### config.mk
export PLATFORM = sky130hd
export DESIGN_NAME = uart_tx_buffered_flat
export DESIGN_NICKNAME = d
export VERILOG_FILES = /design/src/rtl/uart_pkg.sv /design/src/rtl/uart_tx_buffered_if.sv /design/src/rtl/uart_tx_buffered_sync_fifo.sv /design/src/rtl/uart_tx_buffered.sv /design/src/flat_wrapper.sv
export SDC_FILE = /design/constraint.sdc
export NUM_CORES = 1
export LEC_CHECK = 0
export ABC_AREA = 0
export CAP_MARGIN = 20
export CELL_PAD_IN_SITES_DETAIL_PLACEMENT = 0
export CELL_PAD_IN_SITES_GLOBAL_PLACEMENT = 1
export CORE_UTILIZATION = 48
export CTS_BUF_LIST = sky130_fd_sc_hd__clkbuf_16
export CTS_CLUSTER_SIZE = 30
export DETAILED_ROUTE_END_ITERATION = 7
export GPL_TIMING_DRIVEN = 0
export PLACE_DENSITY = 0.88
export SYNTH_ARGS = -nofsm -noshare
export SYNTH_HDL_FRONTEND = slang
export SYNTH_HIERARCHICAL = 1
export SYNTH_SLANG_ARGS = --single-unit
### constraint.sdc
create_clock -name clk_50m -period 2.3 [get_ports clk_50m]
set_input_delay 0.46 -clock clk_50m [delete_from_list [all_inputs] [get_ports clk_50m]]
set_output_delay 0.46 -clock clk_50m [all_outputs]
set_load 0.01 [all_outputs]
### src/rtl/uart_pkg.sv
// Shared definitions for the buffered UART transmitter.
//   tx_state_t : transmit state machine encoding (IDLE, START, DATA, STOP)
//   baud_div() : clocks per serial bit, rounded to nearest
//   DATA_BITS / STOP_BITS : 8N1 frame shape
package uart_pkg;

  typedef enum logic [1:0] {
    IDLE  = 2'd0,
    START = 2'd1,
    DATA  = 2'd2,
    STOP  = 2'd3
  } tx_state_t;

  localparam int DATA_BITS = 8;
  localparam int STOP_BITS = 1;

  // Round-to-nearest divide so the bit period error stays under half a clock.
  function automatic int unsigned baud_div(input int unsigned clk_freq,
                                           input int unsigned baud_rate);
    return (clk_freq + baud_rate / 2) / baud_rate;
  endfunction

endpackage

### src/rtl/uart_tx_buffered_if.sv
// Producer-side write port of the buffered UART transmitter.
//   wr_req/wr_data : single-cycle byte write strobe and data (producer drives)
//   full/empty     : FIFO occupancy flags (transmitter drives)
//   level          : FIFO entry count, 0..2**ADDR_W
//   overflow       : sticky flag, a write was dropped while full
// master = byte producer, slave = uart_tx_buffered.
interface uart_tx_buffered_if
  import uart_pkg::*;
#(
  parameter int ADDR_W = 4
);
  logic                 wr_req;
  logic [DATA_BITS-1:0] wr_data;
  logic                 full;
  logic                 empty;
  logic [ADDR_W:0]      level;
  logic                 overflow;

  modport master (output wr_req, wr_data, input full, empty, level, overflow);
  modport slave  (input wr_req, wr_data, output full, empty, level, overflow);
endinterface

### src/rtl/uart_tx_buffered_sync_fifo.sv
// Synchronous FIFO for the UART transmitter.
//   clk, rst        : clock, synchronous active-high reset (flushes contents)
//   wr_en, wr_data  : push request; ignored when full
//   rd_en, rd_data  : pop request; rd_data is the stored head entry, valid when !empty
//   full, empty     : registered occupancy flags
//   level           : registered entry count, 0..DEPTH
// A push is judged against the registered full flag, so a push while full is
// dropped even when a pop happens on the same edge.
module sync_fifo #(
  parameter int WIDTH  = 8,
  parameter int DEPTH  = 16,
  parameter int ADDR_W = $clog2(DEPTH)
) (
  input  logic              clk,
  input  logic              rst,
  input  logic              wr_en,
  input  logic [WIDTH-1:0]  wr_data,
  input  logic              rd_en,
  output logic [WIDTH-1:0]  rd_data,
  output logic              full,
  output logic              empty,
  output logic [ADDR_W:0]   level
);

  logic [WIDTH-1:0]  mem [DEPTH];
  logic [ADDR_W-1:0] wr_ptr;
  logic [ADDR_W-1:0] rd_ptr;
  logic              wr_acc;
  logic              rd_acc;
  logic [ADDR_W:0]   level_nxt;

  assign wr_acc  = wr_en && !full;
  assign rd_acc  = rd_en && !empty;
  assign rd_data = mem[rd_ptr];

  always_comb begin
    level_nxt = level;
    if (wr_acc && !rd_acc) begin
      level_nxt = level + 1'b1;
    end else if (!wr_acc && rd_acc) begin
      level_nxt = level - 1'b1;
    end
  end

  // Storage carries no reset; the pointers and level define what is valid.
  always_ff @(posedge clk) begin
    if (wr_acc) begin
      mem[wr_ptr] <= wr_data;
    end
  end

  always_ff @(posedge clk) begin
    if (rst) begin
      wr_ptr <= '0;
      rd_ptr <= '0;
      level  <= '0;
      full   <= 1'b0;
      empty  <= 1'b1;
    end else begin
      if (wr_acc) begin
        wr_ptr <= wr_ptr + 1'b1;
      end
      if (rd_acc) begin
        rd_ptr <= rd_ptr + 1'b1;
      end
      level <= level_nxt;
      full  <= (level_nxt == (ADDR_W + 1)'(DEPTH));
      empty <= (level_nxt == '0);
    end
  end

endmodule

### src/rtl/uart_tx_buffered.sv
// Buffered 8N1 UART transmitter.
//   clk_50m  : sole clock, rising edge
//   reset    : synchronous active-high reset; aborts any frame in flight
//   wr_bus   : producer write port (wr_req/wr_data in; full/empty/level/overflow out)
//   tx_busy  : high while a start, data or stop bit is on the line
//   uart_tx  : registered serial output, idle high
// Bytes are always queued before transmission; the FSM pops the head in IDLE
// or on the last stop-bit cycle, so queued frames leave with no idle gap.
module uart_tx_buffered
  import uart_pkg::*;
#(
  parameter int unsigned CLK_FREQ   = 32'd50_000_000,
  parameter int unsigned BAUD_RATE  = 32'd115200,
  parameter int          FIFO_DEPTH = 16,
  parameter int          ADDR_W     = $clog2(FIFO_DEPTH)
) (
  input  logic                clk_50m,
  input  logic                reset,
  uart_tx_buffered_if.slave   wr_bus,
  output logic                tx_busy,
  output logic                uart_tx
);

  localparam int unsigned BAUD_DIV = baud_div(CLK_FREQ, BAUD_RATE);
  localparam int          CNT_W    = (BAUD_DIV > 1) ? $clog2(BAUD_DIV) : 1;
  localparam int          IDX_W    = $clog2(DATA_BITS);
  localparam logic [CNT_W-1:0] BAUD_LAST = CNT_W'(BAUD_DIV - 1);
  localparam logic [IDX_W-1:0] DATA_LAST = IDX_W'(DATA_BITS - 1);
  localparam logic [IDX_W-1:0] STOP_LAST = IDX_W'(STOP_BITS - 1);

  tx_state_t            state;
  logic [CNT_W-1:0]     baud_cnt;
  logic [IDX_W-1:0]     bit_idx;
  logic [DATA_BITS-1:0] shift;
  logic                 overflow_r;

  logic [DATA_BITS-1:0] fifo_rd_data;
  logic                 fifo_full;
  logic                 fifo_empty;
  logic [ADDR_W:0]      fifo_level;

  logic bit_end;
  logic frame_end;
  logic pop;

  assign bit_end   = (baud_cnt == BAUD_LAST);
  assign frame_end = (state == STOP) && bit_end && (bit_idx == STOP_LAST);
  assign pop       = !fifo_empty && ((state == IDLE) || frame_end);

  sync_fifo #(
    .WIDTH  (DATA_BITS),
    .DEPTH  (FIFO_DEPTH),
    .ADDR_W (ADDR_W)
  ) u_fifo (
    .clk     (clk_50m),
    .rst     (reset),
    .wr_en   (wr_bus.wr_req),
    .wr_data (wr_bus.wr_data),
    .rd_en   (pop),
    .rd_data (fifo_rd_data),
    .full    (fifo_full),
    .empty   (fifo_empty),
    .level   (fifo_level)
  );

  assign wr_bus.full     = fifo_full;
  assign wr_bus.empty    = fifo_empty;
  assign wr_bus.level    = fifo_level;
  assign wr_bus.overflow = overflow_r;

  // Overflow uses the same registered full flag the FIFO uses to drop writes.
  always_ff @(posedge clk_50m) begin
    if (reset) begin
      overflow_r <= 1'b0;
    end else if (wr_bus.wr_req && fifo_full) begin
      overflow_r <= 1'b1;
    end
  end

  // Shift register is pure datapath: loaded on pop, shifted after each data bit.
  always_ff @(posedge clk_50m) begin
    if (pop) begin
      shift <= fifo_rd_data;
    end else if ((state == DATA) && bit_end) begin
      shift <= shift >> 1;
    end
  end

  // uart_tx is registered, so each transition loads the level of the next bit.
  always_ff @(posedge clk_50m) begin
    if (reset) begin
      state    <= IDLE;
      baud_cnt <= '0;
      bit_idx  <= '0;
      uart_tx  <= 1'b1;
      tx_busy  <= 1'b0;
    end else begin
      case (state)
        IDLE: begin
          baud_cnt <= '0;
          bit_idx  <= '0;
          if (pop) begin
            state   <= START;
            uart_tx <= 1'b0;
            tx_busy <= 1'b1;
          end
        end
        START: begin
          if (bit_end) begin
            baud_cnt <= '0;
            bit_idx  <= '0;
            state    <= DATA;
            uart_tx  <= shift[0];
          end else begin
            baud_cnt <= baud_cnt + 1'b1;
          end
        end
        DATA: begin
          if (bit_end) begin
            baud_cnt <= '0;
            if (bit_idx == DATA_LAST) begin
              bit_idx <= '0;
              state   <= STOP;
              uart_tx <= 1'b1;
            end else begin
              bit_idx <= bit_idx + 1'b1;
              uart_tx <= shift[1];
            end
          end else begin
            baud_cnt <= baud_cnt + 1'b1;
          end
        end
        STOP: begin
          if (bit_end) begin
            baud_cnt <= '0;
            if (bit_idx == STOP_LAST) begin
              bit_idx <= '0;
              if (pop) begin
                state   <= START;
                uart_tx <= 1'b0;
              end else begin
                state   <= IDLE;
                tx_busy <= 1'b0;
              end
            end else begin
              bit_idx <= bit_idx + 1'b1;
            end
          end else begin
            baud_cnt <= baud_cnt + 1'b1;
          end
        end
        default: begin
          state   <= IDLE;
          uart_tx <= 1'b1;
          tx_busy <= 1'b0;
        end
      endcase
    end
  end

endmodule

### src/flat_wrapper.sv
// flat-port wrapper written by rule: the top's interface ports become plain ports
module uart_tx_buffered_flat import uart_pkg::*;
#(
  parameter int unsigned CLK_FREQ   = 32'd50_000_000,
  parameter int unsigned BAUD_RATE  = 32'd115200,
  parameter int          FIFO_DEPTH = 16,
  parameter int          ADDR_W     = $clog2(FIFO_DEPTH)
)
  (clk_50m, reset, tx_busy, uart_tx, wr_bus_wr_req, wr_bus_wr_data, wr_bus_full, wr_bus_empty, wr_bus_level, wr_bus_overflow);
  uart_tx_buffered_if #(.ADDR_W(ADDR_W)) wr_bus_i ();
  input  logic clk_50m;
  input  logic reset;
  output logic tx_busy;
  output logic uart_tx;
  input wire logic [$bits(wr_bus_i.wr_req)-1:0] wr_bus_wr_req;
  input wire logic [$bits(wr_bus_i.wr_data)-1:0] wr_bus_wr_data;
  output wire logic [$bits(wr_bus_i.full)-1:0] wr_bus_full;
  output wire logic [$bits(wr_bus_i.empty)-1:0] wr_bus_empty;
  output wire logic [$bits(wr_bus_i.level)-1:0] wr_bus_level;
  output wire logic [$bits(wr_bus_i.overflow)-1:0] wr_bus_overflow;
  assign wr_bus_i.wr_req = wr_bus_wr_req;
  assign wr_bus_i.wr_data = wr_bus_wr_data;
  assign wr_bus_full = wr_bus_i.full;
  assign wr_bus_empty = wr_bus_i.empty;
  assign wr_bus_level = wr_bus_i.level;
  assign wr_bus_overflow = wr_bus_i.overflow;
  uart_tx_buffered #(.CLK_FREQ(CLK_FREQ), .BAUD_RATE(BAUD_RATE), .FIFO_DEPTH(FIFO_DEPTH), .ADDR_W(ADDR_W)) u_core (.clk_50m(clk_50m), .reset(reset), .wr_bus(wr_bus_i), .tx_busy(tx_busy), .uart_tx(uart_tx));
endmodule
* Word-level counts from Yosys, hierarchy flattened
Memory sizes are Yosys's and may differ from the RTL's. A register that Yosys moved wholly into a read port is not among the register bits.
Index checks and enable logic that the tools add are counted.
** Storage, ports and cells
- Output and inout bits :: 10
- RAM bits :: 128
- Memories :: 1
- Register bits :: 40
- Input bits :: 11
- Logic and storage cells :: 92
** Memories
- u_core.u_fifo.mem :: depth 16, bits a word 8, read ports 1, clocked after Yosys merged registers in 1, wr ports 1, line uart_tx_buffered_sync_fifo.sv:25 : logic [WIDTH-1:0] mem [DEPTH];
** Cells by class
- Muxes and demuxes :: 36
- Equality and inequality tests :: 13
- Add/sub/neg operators :: 6
- Reduce and logical (&&, ||, !) cells :: 24
** Operators by type and width (number)
- 9-bit case mux with 2 select lines :: 1
- 8-bit two-way mux :: 2
- 3-bit two-way mux :: 5
- 1-bit two-way mux :: 13
- 2-bit two-way mux :: 6
- 3-bit case mux with 4 select lines :: 1
- 5-bit two-way mux :: 2
- 9-bit by 1-bit adder with 9-bit output (second input constant) :: 1
- 9-bit equality test (second input constant) :: 1
- 1-bit logical AND :: 9
- 9-bit two-way mux :: 1
- 4-bit by 1-bit adder with 4-bit output (second input constant) :: 2
- 4-bit two-way mux :: 2
- 2-bit != test (second input constant) :: 4
- 2-bit case mux with 4 select lines :: 1
- 2-bit by 1-bit != test with 1-bit output (second input constant) :: 3
- 6-bit AND reduction :: 1
- 5-bit by 1-bit adder with 5-bit output (second input constant) :: 1
- 5-bit equality test (second input constant) :: 1
- 5-bit logical NOT :: 1
- 5-bit AND reduction :: 1
- 5-bit by 1-bit subtractor with 5-bit output (second input constant) :: 1
- 2-bit equality test (second input constant) :: 2
- 1-bit logical NOT :: 4
- other kinds (12) :: 13

* Longest topological paths before layout
Gate-level depths: netlist of the first run.
- Depth after elaboration :: 10
- Mapped depth :: 11
- Depth with buffers taken out :: 10

* Hierarchy
Netlist of the first run, hierarchy kept.
** Modules (own cells, without submodules)
- sync_fifo :: area an instance 5890.6 um^2, sequential area each 4224.1 um^2, cells each 293, instances 1
- uart_tx_buffered :: area an instance 1292.5 um^2, sequential area each 580.6 um^2, cells each 124, instances 1

* Least setup slack after synthesis of the first run
No wires, ideal clock.
- Kind :: flip-flop to flip-flop
- From :: register u_core.baud_cnt[0]
- To :: register u_core.u_fifo.empty
- Stages on the path, launching flop included :: 11
- Period minus slack after synthesis :: 2.337 ns
- Path slack :: -0.037 ns
- Setup time :: 0.126 ns
- Path buffers :: 1
- Data required time :: 2.174 ns
- Arrival :: 2.211 ns
- Path through :: dfxtp_1 ha_1 and4b_2 nand4_4 a21oi_4 nor2b_1 clkbuf_1 nand2_1 and3_1 o32ai_1 o31ai_1
** Between the ends
- Longest elaborated chain between the ends :: 10
- Elaborated cells on any way between the ends :: 12
- Those cells by class :: 1 x eq/ne; 2 x mux; 9 x reduce/logical
** RTL lines
- start: declaration :: line uart_tx_buffered.sv:32 : logic [CNT_W-1:0] baud_cnt;
- start signal: assignment :: line uart_tx_buffered.sv:115 : baud_cnt <= baud_cnt + 1'b1;
- start signal: assignment :: line uart_tx_buffered.sv:130 : baud_cnt <= baud_cnt + 1'b1;
- start signal: assignment :: line uart_tx_buffered.sv:149 : baud_cnt <= baud_cnt + 1'b1;
- 9-bit equality test (*) :: line uart_tx_buffered.sv:46 : assign bit_end = (baud_cnt == BAUD_LAST);
- 1-bit logical AND (*) (2 in a row) :: line uart_tx_buffered.sv:47 : assign frame_end = (state == STOP) && bit_end && (bit_idx == STOP_LAST);
- 1-bit logical OR (*) :: line uart_tx_buffered.sv:48 : assign pop = !fifo_empty && ((state == IDLE) || frame_end);
- 1-bit logical AND (*) :: line uart_tx_buffered.sv:48
- net u_core.pop :: line uart_tx_buffered.sv:44 : logic pop;
- 1-bit logical AND (*) :: line uart_tx_buffered_sync_fifo.sv:33 : assign rd_acc = rd_en && !empty;
- 1-bit logical AND or 1-bit logical NOT (tied branches) :: line uart_tx_buffered_sync_fifo.sv:40, uart_tx_buffered_sync_fifo.sv:38
- 5-bit two-way mux or 1-bit logical AND (tied branches) :: line uart_tx_buffered_sync_fifo.sv:40, uart_tx_buffered_sync_fifo.sv:38
- 5-bit two-way mux (*) :: line uart_tx_buffered_sync_fifo.sv:38 : if (wr_acc && !rd_acc) begin
- 5-bit logical NOT (*) :: line uart_tx_buffered_sync_fifo.sv:68 : empty <= (level_nxt == '0);
- end signal: assignment :: line uart_tx_buffered_sync_fifo.sv:68
- end: declaration :: line uart_tx_buffered_sync_fifo.sv:21 : output logic empty,
The timed path passes the listed nets; every way through them passes the cells marked *.
A chain may end at the register's enable or synchronous reset.

==> metrics.csv, run 1 <==
stage;metric;value;unit
run_status;status;complete, no violations;
setup_path;crit start category;flip-flop;
place;post-DP HPWL;8.61;mm
synth;Mapped Cells;417;
min_path;hold_sp;u_core/baud_cnt[0];
layout;Final Instance Area;0.00826;mm^2
synth;Syn Nets;444;
routing;DR vias;3792;
place;global placement routability congestion;0.786;
clocking;clk slew on worst S/H paths;0.06;ns
global_route;initial antenna violation count;0;
clocking;CTS Hold Bufs;0;
die;core area;0.0146;mm^2
min_path;Hold/Removal Path Class;reg2reg;
synth;Post-synth EDFFs;136;
routing;DRC viols;0;
synth;Seq/Total Area, Yosys;0.669;
synth;count leader, synth;edfxtp_1;
routing;drt first pass iters;5;
sta;RSZ-0062 raised after global routing;true;
power_and_ir_drop;Logic pwr share;0.200;
global_route;GRT Util Overall;0.187;
setup_path;WS Path Type;reg2reg;
sta;Final Setup Violations;0;
die;initial core utilization;0.492;
clocking;Clock Path Buffers;2;
power_and_ir_drop;Peak VDD IR;719;uV
power_and_ir_drop;Power, Total;8.05;mW
place;I/O Buffers;20;
sta;Hold WS;0.454;ns
place;Post-Place Cell Area;0.00761;mm^2
clocking;worst skew pair latency;0.42;ns
routing;post-route ant nets;0;
die;die width;124;um
clocking;CTS tree;yes;
synth;#FFs+latches synth;172;
sta;Setup WS post-layout;0.0528;ns
power_and_ir_drop;sw power;1.98;mW
layout;n_diodes;0;
synth;Synth Flop Type;edfxtp_1;
routing;routed wire length;13.4;mm
synth;area share of the largest cell type after synthesis;0.569;
setup_path;Crit path required time;2.46;ns
layout;fin cells;656;
place;Post-Place Cells;621;
die;Die Area;0.0155;mm^2
sta;Peak Freq;445;MHz
power_and_ir_drop;Pint;6.06;mW
global_route;largest net degree at the start of global routing;17;
power_and_ir_drop;Leak;2.76;nW
die;Die Height;124;um
setup_path;crit-path max FO;10;
place;pre-CTS setup slack;-0.336;ns
synth;top cells by count, synth;edfxtp_1 (136), dfxtp_1 (36), nor2_1 (26);
global_route;total gr overflow;0;
setup_path;CP endpoint kind;flip-flop;
run;Max-cap violations;0;
global_route;vias in the first global route;3804;
routing;DR iter-0 viols;316;
sta;Final Hold Viols;0;
synth;Yosys cell types;53;
sta;Rel. slew slack;0.550;
clocking;clock sinks;172;
power_and_ir_drop;switching share of power;0.247;
power_and_ir_drop;sequential share of power;0.464;
clocking;H-tree depth;4;
sta;TNS Setup;0;ns
sta;Period minus WS final;2.25;ns
synth;largest area contributor in the netlist;edfxtp_1;
sta;skew final;0.00803;ns
clocking;Root Driver;clkbuf_16;
global_route;first-pass GRT wire length;21.3;mm
layout;synth-to-layout area growth;14.9;%
setup_path;Critical Path Max Stage Delay;0.59;ns
die;io pins;21;
sta;Pins Over Slew Limit;0;
clocking;Num CTS Buffers;17;
layout;fillcell total;1034;
synth;Syn Area/Cell;17.2;um^2
synth;asr flop ratio synth;0;
synth;Synth area leaders;edfxtp_1 (57%), dfxtp_1 (10%), mux4_1 (8.8%);
setup_path;arrival time worst endpoint;2.41;ns
routing;wire per inst;20.5;um
layout;Seq. cell area;0.00481;mm^2
power_and_ir_drop;Clock power frac;0.336;
sta;Worst-Margin Slew;0.676;ns
sta;final critical-path share of the clock period;0.977;
layout;layout cells sized above 1;0.197;
layout;NumNets Final;490;
synth;Synthesis Warnings;6;
setup_path;slowest CP cell;mux4_1;
setup_path;CP cell instances;buf_6, buf_8, mux4_1, mux4_2, mux2_2;
die;num rows;44;
routing;vias per cell;5.78;
power_and_ir_drop;PwrDens;975;mW/mm^2
layout;end-of-flow core utilization;0.566;
layout;area of the multi-input gates;0.00223;mm^2
synth;mapped cell area;0.00718;mm^2
-- cells by family after synthesis --
kind of cell             count (synthesis)  synth area share
XOR/XNOR                                17            0.0207
buffers and inverters                   28            0.0219
AND/OR/NAND/NOR                        102            0.0770
multiplexers                            47             0.149
flip-flops                             172             0.669
adder cells (fa/ha/maj)                 16            0.0279
AO/OA/AOI/OAI                           35            0.0347
-- layout make-up --
class,instances,area share
clock inverters,11,0.0161
clock buffers,17,0.0515
inverters,13,0.00591
flip-flops and latches,172,0.583
repair buffers,27,0.0306
multi-input cells,217,0.271
plain buffers,15,0.0145
well taps,184,0.0279
-- power groups by stage --
stage	Clock (mW)	Sequential [mW]	Combinational, mW
6_report	2.71	3.73	1.61
5_1_grt	2.88	3.77	1.75
4_1_cts	2.77	3.73	1.51
3_5_place_dp	0	3.78	1.46
3_3_place_gp	0	3.77	1.41
2_1_floorplan	0	3.76	1.05
-- worst max-delay path: cells and delay by family, from the launching register on --
family	cells	cell delay, ns
muxes	3	1.36
buffers and inverters	2	0.32
DFF	1	0.32
-- path summary, 6_finish.rpt --
check	to	slack (ns)	cells past startpoint
worst max-delay path	u_core/shift[3]	0.05	5
worst max register to register	u_core/shift[3]	0.05	5
worst min register to register	u_core/baud_cnt[0]	0.45	1
worst min-delay path	u_core/baud_cnt[0]	0.45	1
-- sequential cells by signal (all words and copies together) (netlist names), named ones only --
name                    cells
u_core/u_fifo/mem         128
u_core/baud_cnt             9
u_core/shift                8
u_core/u_fifo/level         5
u_core/u_fifo/rd_ptr        4
u_core/u_fifo/wr_ptr        4
u_core/bit_idx              3
u_core/state                2
u_core/tx_busy              1
u_core/u_fifo/empty         1
u_core/u_fifo/full          1
u_core/uart_tx              1
u_core/wr_bus.overflow      1
-- what timing repair did --
item                       4_1_cts  5_1_grt
pin swaps                        1        6
resized for setup                7       26
setup endpoints to repair       15        8
setup buffers                    2        5
gates cloned                     0        0
-- cells in the final DEF (no fill, tap or decap), types with 3 or more instances in the layout --
master	count
a211oi_1	3
and3_1	4
clkbuf_16	17
clkdlybuf4s50_1	20
edfxtp_1	136
nand2_1	16
mux4_1	12
xor2_1	11
a21oi_1	12
mux2_2	7
nor3_1	5
dfxtp_1	34
buf_4	8
mux4_2	28
and2_1	19
xnor2_1	6
nand4_1	5
nand3_1	8
clkinv_1	3
inv_1	15
nor2_1	26
ha_1	15
buf_2	3
bufinv_16	3
-- metal layers --
metal / global-route usage / wire length (um) / up-vias
met1: 0.232 / 5580 / 1922
li1: - / - / 1719
met5: 0 / 0 / -
met2: 0.306 / 6900 / 130
met4: 0.0978 / 311 / 0
met3: 0.0425 / 649 / 21
Note: power is estimated with default switching activity, not from simulation.
==> run 2, diff against run 1 <==
CTS_CLUSTER_SIZE = not set   (was 30)
==> results of run 2 <==
Same layout as run 1: the final DEF is identical, and so are final timing and power.
==> run 3, diff against run 2 <==
SLEW_MARGIN = 0   (was not set)
==> results of run 3 <==
Same layout as run 1: the final DEF is identical, and so are final timing and power.
